--- config.mk ---
export PLATFORM = sky130hd
export DESIGN_NAME = gelato_fifo_ring
export DESIGN_NICKNAME = d
export VERILOG_FILES = /design/src/rtl/gelato_pkg.sv /design/src/rtl/gelato_wrap_ctr.sv /design/src/rtl/gelato_fifo_ring.sv
export SDC_FILE = /design/constraint.sdc
export NUM_CORES = 1
export LEC_CHECK = 0
export BUFFER_PORTS_ARGS = -buffer_cell sky130_fd_sc_hd__buf_2
export CAP_MARGIN = 20
export CORE_MARGIN = 1
export CORE_UTILIZATION = 52
export DETAILED_ROUTE_END_ITERATION = 12
export GPL_ROUTABILITY_DRIVEN = 0
export PLACE_DENSITY = 0.74
export SYNTH_ARGS = -nofsm -noshare
export SYNTH_HDL_FRONTEND = slang
export SYNTH_SLANG_ARGS = --single-unit
--- constraint.sdc ---
create_clock -name clk -period 2.1 [get_ports clk]
set_input_delay 0.21 -clock clk [delete_from_list [all_inputs] [get_ports clk]]
set_output_delay 0.21 -clock clk [all_outputs]
set_load 0.005 [all_outputs]
--- src/rtl/gelato_pkg.sv ---
// gelato_pkg: sizing helpers shared by the gelato FIFO slice.
// gelato_cnt_w gives the width of an occupancy counter holding 0..depth;
// gelato_ptr_w gives the width of an index over 0..depth-1 (never below 1 bit).
package gelato_pkg;

  function automatic int gelato_cnt_w(input int depth);
    return $clog2(depth + 1);
  endfunction

  function automatic int gelato_ptr_w(input int depth);
    return (depth <= 2) ? 1 : $clog2(depth);
  endfunction

endpackage

--- src/rtl/gelato_wrap_ctr.sv ---
// gelato_wrap_ctr: modulo-MAX counter with explicit wrap MAX-1 -> 0, so
// non-power-of-two ranges never pass through unused codes.
// clr has priority over en.
module gelato_wrap_ctr
  import gelato_pkg::*;
#(
  parameter int MAX = 4,
  localparam int W = gelato_ptr_w(MAX)
) (
  input  logic         clk,
  input  logic         rst_n,
  input  logic         en,
  input  logic         clr,
  output logic [W-1:0] value
);

  localparam logic [W-1:0] LAST = W'(MAX - 1);

  // Counter register: clear, else advance with explicit wrap at LAST.
  always_ff @(posedge clk or negedge rst_n) begin
    if (!rst_n) begin
      value <= '0;
    end else if (clr) begin
      value <= '0;
    end else if (en) begin
      value <= (value == LAST) ? '0 : value + W'(1);
    end
  end

endmodule

--- src/rtl/gelato_fifo_ring.sv ---
// gelato_fifo_ring: synchronous FIFO for any DEPTH >= 2, all entries usable,
// with occupancy count, almost-full/almost-empty compares, synchronous flush.
// Optional feature macro: GELATO_FIFO_BYPASS_EN (empty-bypass path din -> dout).
//
// Handshake: an element moves on an edge only when valid and ready are both
// high in the cycle before it; valid never depends on ready, and in the
// default build no output depends combinationally on din_valid or dout_ready.
module gelato_fifo_ring
  import gelato_pkg::*;
#(
  parameter int  DEPTH      = 4,
  parameter type T          = logic,
  parameter int  AFULL_LVL  = DEPTH - 1,
  parameter int  AEMPTY_LVL = 1,
  localparam int CNT_W      = gelato_cnt_w(DEPTH),
  localparam int PTR_W      = gelato_ptr_w(DEPTH)
) (
  input  logic             clk,
  input  logic             rst_n,
  input  logic             flush,
  input  logic             din_valid,
  input  T                 din,
  output logic             din_ready,
  output logic             dout_valid,
  output T                 dout,
  input  logic             dout_ready,
  output logic [CNT_W-1:0] count,
  output logic             almost_full,
  output logic             almost_empty
);

  localparam logic [CNT_W-1:0] FULL_CNT   = CNT_W'(DEPTH);
  localparam logic [CNT_W-1:0] AFULL_CNT  = CNT_W'(AFULL_LVL);
  localparam logic [CNT_W-1:0] AEMPTY_CNT = CNT_W'(AEMPTY_LVL);

  // Storage is deliberately not reset; only pointers and count are.
  T                 mem [DEPTH];
  logic [PTR_W-1:0] wr_ptr;
  logic [PTR_W-1:0] rd_ptr;
  logic             empty;
  logic             full;
  logic             push;
  logic             pop;
  logic             pass;
  logic             wr_en;
  logic             rd_en;

  assign empty     = (count == '0);
  assign full      = (count == FULL_CNT);
  // No write-through when full, even with a simultaneous pop.
  assign din_ready = !full && !flush;

`ifdef GELATO_FIFO_BYPASS_EN
  // When empty the producer's element is presented directly at the head.
  assign dout_valid = !flush && (empty ? din_valid : 1'b1);
  assign dout       = empty ? din : mem[rd_ptr];
  // Element consumed in the same cycle it arrived: never touches storage.
  assign pass       = empty && push && pop;
`else
  assign dout_valid = !flush && !empty;
  assign dout       = mem[rd_ptr];
  assign pass       = 1'b0;
`endif

  assign push  = din_valid && din_ready;
  assign pop   = dout_valid && dout_ready;
  assign wr_en = push && !pass;
  assign rd_en = pop && !pass;

  assign almost_full  = (count >= AFULL_CNT);
  assign almost_empty = (count <= AEMPTY_CNT);

  gelato_wrap_ctr #(.MAX(DEPTH)) u_wr_ctr (
    .clk   (clk),
    .rst_n (rst_n),
    .en    (wr_en),
    .clr   (flush),
    .value (wr_ptr)
  );

  gelato_wrap_ctr #(.MAX(DEPTH)) u_rd_ctr (
    .clk   (clk),
    .rst_n (rst_n),
    .en    (rd_en),
    .clr   (flush),
    .value (rd_ptr)
  );

  // Occupancy: flush clears; otherwise +1 on write, -1 on read, hold on both.
  always_ff @(posedge clk or negedge rst_n) begin
    if (!rst_n) begin
      count <= '0;
    end else if (flush) begin
      count <= '0;
    end else begin
      case ({wr_en, rd_en})
        2'b10:   count <= count + CNT_W'(1);
        2'b01:   count <= count - CNT_W'(1);
        default: count <= count;
      endcase
    end
  end

  // Storage write at the write pointer.
  always_ff @(posedge clk) begin
    if (wr_en) begin
      mem[wr_ptr] <= din;
    end
  end

`ifndef SYNTHESIS
  a_count_range:  assert property (@(posedge clk) disable iff (!rst_n) count <= FULL_CNT);
  a_no_push_full: assert property (@(posedge clk) disable iff (!rst_n) !(wr_en && full));
  a_no_pop_empty: assert property (@(posedge clk) disable iff (!rst_n) !(rd_en && empty));
`endif

endmodule

# --- Word level (Yosys, flattened, before mapping) ---
# Memories as Yosys holds them, arrays and structs flattened.
# Index checks and enable logic that the tools add are counted.
word_totals:
  ramBits: 4
  mem_count: 1
  inputBits: 6
  register_bits: 7
  out_inout_bits: 8
  wordCells: 36
classes:
  muxes: 10
  n_reduce_logical: 11
  add_sub_neg: 4
  order_cmp: 2
  eq_ne: 5
memory_table:
  columns: ["name", "words", "width", "rd", "rd_clocked_by_memory_dff", "wr", "line", "rtl"]
  rows:
  - ["mem", 4, 1, 1, 0, 1, "gelato_fifo_ring.sv:37", "T mem [DEPTH];"]
ops:
  columns: ["op", "count"]
  rows:
  - ["two-way mux 2 bit", 6]
  - ["== test 2 bit (second input constant)", 3]
  - ["case mux 3 bit (2 select lines)", 1]
  - ["adder 2 x 1 -> 2 bit (second input constant)", 2]
  - ["logical AND 1 bit", 4]
  - ["nonzero test 2 bit", 2]
  - ["adder 3 x 1 -> 3 bit (second input constant)", 1]
  - ["== test 3 bit (second input constant)", 1]
  - ["greater-or-equal comparator 3 x 2 -> 1 bit (second input constant)", 1]
  - ["<= comparator 3 x 1 -> 1 bit (second input constant)", 1]
  - ["zero test 1 bit", 3]
  - ["zero test 3 bit", 1]
  - ["two-way mux 3 bit", 1]
  - ["nonzero test 3 bit", 1]
  - ["subtractor 3 x 1 -> 3 bit (second input constant)", 1]
  - ["== test 2 x 1 -> 1 bit (second input constant)", 1]
  - ["two-way mux 1 bit", 2]

# --- Depth between registers and ports, before layout ---
logic_depth:
  ltp_word: 7
  ltp_mapped: 7
  mapped_depth_nobuf: 6

# --- Hierarchy ---
# From an unflattened synthesis, not the netlist that was laid out.
hier_totals:
  hier_cells: 61
  hier_area_um2: 668.1
by_module_without_submodules:
  columns: ["module", "area_per_inst_um2", "seq_area_each_um2", "n_inst", "cells_per_inst"]
  rows:
  - ["gelato_fifo_ring", 467.9, 195.2, 1, 45]
  - ["gelato_wrap_ctr", 100.1, 50.0, 2, 8]

# --- Worst setup path before layout ---
# OpenSTA, ideal clock, no wires.
synth_path:
  path_kind: "register to register"
  start: "reg count[1]"
  end: "reg count[1]"
  n_path_buf: 1
  setup_time_ns: 0.069
  stages_incl_launch_ff: 8
  required_ns: 2.031
  synth_period_minus_slack_ns: 1.659
  setup_slack_ns: 0.441
  arrival_time_ns: 1.590
  cell_sequence: "dfrtp_1 > inv_1 > ha_1 > a21oi_2 > and2_4 > buf_6 > a2111o_1 > nand3_1"
synth_between:
  elab_chain_len: 7
  word_cells_on_any_way: 15
  classes_between: "add/sub: 2; eq/ne: 3; mux: 2; reduce/logical: 8"
synth_lines:
  columns: ["element", "line", "rtl"]
  rows:
  - ["start: declaration", "gelato_fifo_ring.sv:27", "output logic [CNT_W-1:0] count,"]
  - ["start signal: assignment", "gelato_fifo_ring.sv:97", "2'b10: count <= count + CNT_W'(1);"]
  - ["start signal: assignment", "gelato_fifo_ring.sv:98", "2'b01: count <= count - CNT_W'(1);"]
  - ["start signal: assignment", "gelato_fifo_ring.sv:99", "default: count <= count;"]
  - ["== test 3 bit *", "gelato_fifo_ring.sv:49", "assign full = (count == FULL_CNT);"]
  - ["zero test 1 bit *", "gelato_fifo_ring.sv:51", "assign din_ready = !full && !flush;"]
  - ["logical AND 1 bit *", "gelato_fifo_ring.sv:51", null]
  - ["net din_ready", "gelato_fifo_ring.sv:23", "output logic din_ready,"]
  - ["logical AND 1 bit *", "gelato_fifo_ring.sv:65", "assign push = din_valid && din_ready;"]
  - ["== test 2 x 1 -> 1 bit / == test 2 bit (equally long branches)", "gelato_fifo_ring.sv:96", "case ({wr_en, rd_en})"]
  - ["case mux 3 bit (2 select lines)", "gelato_fifo_ring.sv:96", null]
  - ["two-way mux 3 bit", "gelato_fifo_ring.sv:93", "end else if (flush) begin"]
# Mark *: on every way through the listed nets, which the timed path passes. The rest lies on a longest branch.
# A chain may end at the register's enable or synchronous reset.

# --- Final worst setup path ---
layout_path:
  start: "reg count[1]"
  end: "reg count[1]"
layout_between:
  elab_chain_len: 7
  word_cells_on_any_way: 15
  classes_between: "add/sub: 2; eq/ne: 3; mux: 2; reduce/logical: 8"
layout_lines:
  columns: ["element", "line"]
  rows:
  - ["== test 3 bit / zero test 3 bit (equally long branches)", "gelato_fifo_ring.sv:49, gelato_fifo_ring.sv:48"]
  - ["zero test 1 bit, on equally long branches", "gelato_fifo_ring.sv:51, gelato_fifo_ring.sv:60"]
  - ["logical AND 1 bit, on equally long branches", "gelato_fifo_ring.sv:51, gelato_fifo_ring.sv:60"]
  - ["logical AND 1 bit, on equally long branches", "gelato_fifo_ring.sv:65, gelato_fifo_ring.sv:66"]
  - ["== test 2 x 1 -> 1 bit / == test 2 bit (equally long branches)", "gelato_fifo_ring.sv:96"]
  - ["case mux 3 bit (2 select lines)", "gelato_fifo_ring.sv:96"]
  - ["two-way mux 3 bit", "gelato_fifo_ring.sv:93"]
# Several ways; a longest one is shown, not always the timed one.

==> results.md <==
- The class of the worst hold path is in -> reg.
- The relative slew slack is 82.98%.
- The worst path in the final design needs a cycle of 1.732 ns, including I/O delays and setup.
- For met1 alone, demand over resource in global routing was between 20% and 30%.
- Summing every instance area after synthesis gives between 700 and 800 um2.
- For the pin with the worst max-slew slack, the measured transition is 0.2553 ns.
- In this run, CTS created clock tree buffers numbering 3.
- The register clock-pin slew on the reported worst setup and hold paths is 0.07 ns.
- The via density per instance is 5.567.
- For this configuration, the core starts out at a cell density of 59.92%.
- The maximum count of clock buffers along a single path is 2.
- For this design the top-level I/O count stands at 14.
- Once routing completed, OpenROAD measured the worst setup slack at 0.3684 ns.
- The number of fill cells in the layout is 89.
- The clock network power share is 18.4%.
- The number of library cell types mapped by synthesis is 28.
- The maximum vdd drop is about 0.00054 V.
- Setup repair after global routing left no endpoint under its margin.
- By area the synthesized netlist is led by sky130_fd_sc_hd__dfrtp_1, sky130_fd_sc_hd__edfxtp_1, sky130_fd_sc_hd__ha_1, sky130_fd_sc_hd__and3_1, sky130_fd_sc_hd__xnor2_1.
- The via count of the first global-routing pass was 488.
- The first TritonRoute pass finished after 5 iterations.
- The maximum number of pins on one net before global-route repair is 13.
- The final total power is 0.8025 mW.
- The width of the die is 38.97 um.
- The number of pins with negative max-slew slack in the final report is 0.
- Once the clock tree was built, the resizer swapped 0 gates to a different size.
- In the final routed layout, each cell accounts on average for 13.41 um.
- Cell internal power was estimated by the tool at 0.4943 mW.
- The switching power is roughly 0.31 mW.
- The kind of critical path is reg -> reg.
- The violation count after the first detailed-routing iteration is 11.
- After legalization and detailed placement, the total HPWL measured 927.6 um.
- The core region is ~1200 um2.
- The die height is 38.97 um.
- The aggregate routed wire length is 1301 um.
- The type of element capturing the critical path is a flop.
- The clock sink count is 11.
- In the layout the commonest cells are sky130_fd_sc_hd__buf_2, sky130_fd_sc_hd__ha_1, sky130_fd_sc_hd__dfrtp_1.
- Prior to clock tree synthesis, the placed netlist has a worst setup slack of 0.4185 ns.
- The global-route wire length before repair is 2090 um.
- The nature of the critical path startpoint is a flop.
- The final count of hold timing violations came to 0.
- Sequential cells burn 38.2% of the power.
- During synthesis, Yosys emitted a total of 0 warnings.
- The leakage power summed over all cells is between 0.3 and 0.4 nW.
- The floorplan has 12 rows.
- The met3 routing resource usage after global routing is about 3.5%.
- Input and output buffers added on the ports amount to 13.
- The maximum level of the CTS H-tree is 1.
- For this run the aggregate overflow at the end of global routing stands at 0.
- Synthesis handed over a netlist of 67 instances.
- The count of hold-fix buffers inserted at cts is 1.
- The number of antenna violations at the first check in global routing was 0.
- Summed over all failing endpoints, the final setup total negative slack is 0 ns.
- The leading cell type in the layout, fill and taps excluded is sky130_fd_sc_hd__buf_2.
- The clock arrives with between 0.005 and 0.006 ns of skew.
- The average instance in the mapped netlist occupies 10.61 um2.
- The die covers approximately 1500 um2.
- Yosys mapped a number of flops with a built-in enable equal to 4.
- The post-route netlist has 22.89% of its cells at a drive strength greater than 1.
- The most used routing layer is met2.
- In this run, synthesis produced a sequential element count of 11.
- The data required time of the critical path is 2.32 ns.
- After the last flow step, the layout net total stands at 99.
- The final-report setup violation count is 0.
- The global-route total usage across every layer is a little over a fifth.
- TritonCTS built the clock tree.
- Net switching is 38.40% of the power.
- The reported max-cap violation count is 0.
- The top flip-flop cell by instance count after synthesis is sky130_fd_sc_hd__dfrtp_1.
- The remaining antenna violation count is 0.
- The cell chosen for the clock root is sky130_fd_sc_hd__clkbuf_4.
- The final period utilization is 82.46%.
- The maximum operating frequency is 577.5 MHz.
- Global routing consumed, on the met2 layer, between 30 and 40% of the routing resources.
- The number of vias after detailed routing is 540.
- sky130_fd_sc_hd__dfrtp_1 takes more of the synthesized area than any other cell.
- Post-CTS timing repair inserted 0 buffers for setup.
- The endpoint arrival time on the critical path is 1.95 ns.
- The run finished with clean final reports.
- In this run, the combinational gates consume a little over two fifths of the power.
- The number of nets in the synthesized netlist is 82.
- The clock latency on the worst-skew pair is approximately 0.28 ns.
- The final antenna diode count is 0.
- For this run, asynchronously set or reset flops after synthesis account for 63.64%.
- The share of Yosys cell area claimed by the top area cell type is 24.65%.
- For this run, design rule violations remaining after detail routing come to 0.
- The largest fanout of any net on the critical path is 7.
- The sequential share of the synthesized area is between 40% and 50%.
- The area growth from synthesis to layout is 14.61%.
- The power per cell area is 985.2 nW/um2.
- The utilization of the core after routing is 68.67%.
-- state kept, by name, summed over array words and instances (netlist names) --
signal and count:
mem 4, u_wr_ctr.value 2, u_rd_ctr.value 2, count 3
-- per-layer routing --
| metal | wire (um) | vias up |
|---|---|---|
| met4 | 42 | 0 |
| li1 | - | 273 |
| met2 | 578 | 20 |
| met3 | 58 | 5 |
| met1 | 620 | 242 |
| met5 | 0 | - |
-- cell usage after synthesis (2+ instances only) --
cell / number
sky130_fd_sc_hd__ha_1: 9
sky130_fd_sc_hd__dfrtp_1: 7
sky130_fd_sc_hd__inv_1: 6
sky130_fd_sc_hd__nor2_1: 6
sky130_fd_sc_hd__and3_1: 5
sky130_fd_sc_hd__edfxtp_1: 4
sky130_fd_sc_hd__nand3_1: 3
sky130_fd_sc_hd__xnor2_1: 3
sky130_fd_sc_hd__a21oi_1: 2
sky130_fd_sc_hd__nand2_1: 2
sky130_fd_sc_hd__o31ai_1: 2
sky130_fd_sc_hd__xor2_1: 2
-- cell type report --
type / count / area, um2 / area share (%)
multi-input cells: 48 / 377.9 / 46.39
repair buffers: 14 / 75.07 / 9.217
flip-flops and latches: 11 / 295.3 / 36.25
inverters: 6 / 22.52 / 2.765
well taps: 14 / 17.52 / 2.151
clock buffers: 4 / 26.28 / 3.226
-- through the flow --
stage          cells  hold WS (ns)  instance area (um2)
6_report          97        0.1499                814.5
5_1_grt           97        0.1667                814.5
4_1_cts           97        0.1541                814.5
3_5_place_dp      92       0.05267                778.2
3_3_place_gp      92       0.05328                778.2
2_1_floorplan     67      -0.08559                710.7
-- critical path: stages (launching register included) --
cell	delay, ns
sky130_fd_sc_hd__dfrtp_1	0.42
sky130_fd_sc_hd__inv_1	0.17
sky130_fd_sc_hd__ha_1	0.30
sky130_fd_sc_hd__a21oi_2	0.12
sky130_fd_sc_hd__and2_4	0.21
sky130_fd_sc_hd__a2111o_1	0.38
sky130_fd_sc_hd__nand3_1	0.08
-- worst paths after layout --
kind                                                 end                     startpoint  cells past startpoint  slack [ns]
max                                 count[1]$_DFFE_PN0P_           count[1]$_DFFE_PN0P_                      6        0.37
min                                     mem[3]$_DFFE_PP_                            din                      1        0.15
max reg2reg                         count[1]$_DFFE_PN0P_           count[1]$_DFFE_PN0P_                      6        0.37
min reg2reg                u_rd_ctr.value[1]$_DFFE_PN0P_  u_rd_ctr.value[1]$_DFFE_PN0P_                      2        0.56
max in group asynchronous  u_wr_ctr.value[1]$_DFFE_PN0P_                          rst_n                      2        1.64
min in group asynchronous  u_rd_ctr.value[0]$_DFFE_PN0P_                          rst_n                      2        0.29
-- power groups by stage --
stage	clock, mW	sequential (mW)	combinational (mW)
floorplan	0	0.305	0.241
detailed placement	0	0.312	0.339
CTS	0.148	0.309	0.346
finish	0.147	0.307	0.348
global placement	0	0.310	0.340
global route	0.156	0.314	0.400
-- cell families (layout without fill, tap and decap cells) --
logic type               count (synthesis)  after routing  synth area share, %
flip-flops                              11             11                41.55
XOR/XNOR                                 5              5                6.163
AO/OA/AOI/OAI                           12             12                12.32
AND/OR/NAND/NOR                         21             21                15.67
adder cells (fa/ha/maj)                  9              9                15.85
multiplexers                             1              1                3.169
buffers and inverters                    8             24                5.281
Note: power is estimated with default switching activity, not from simulation.
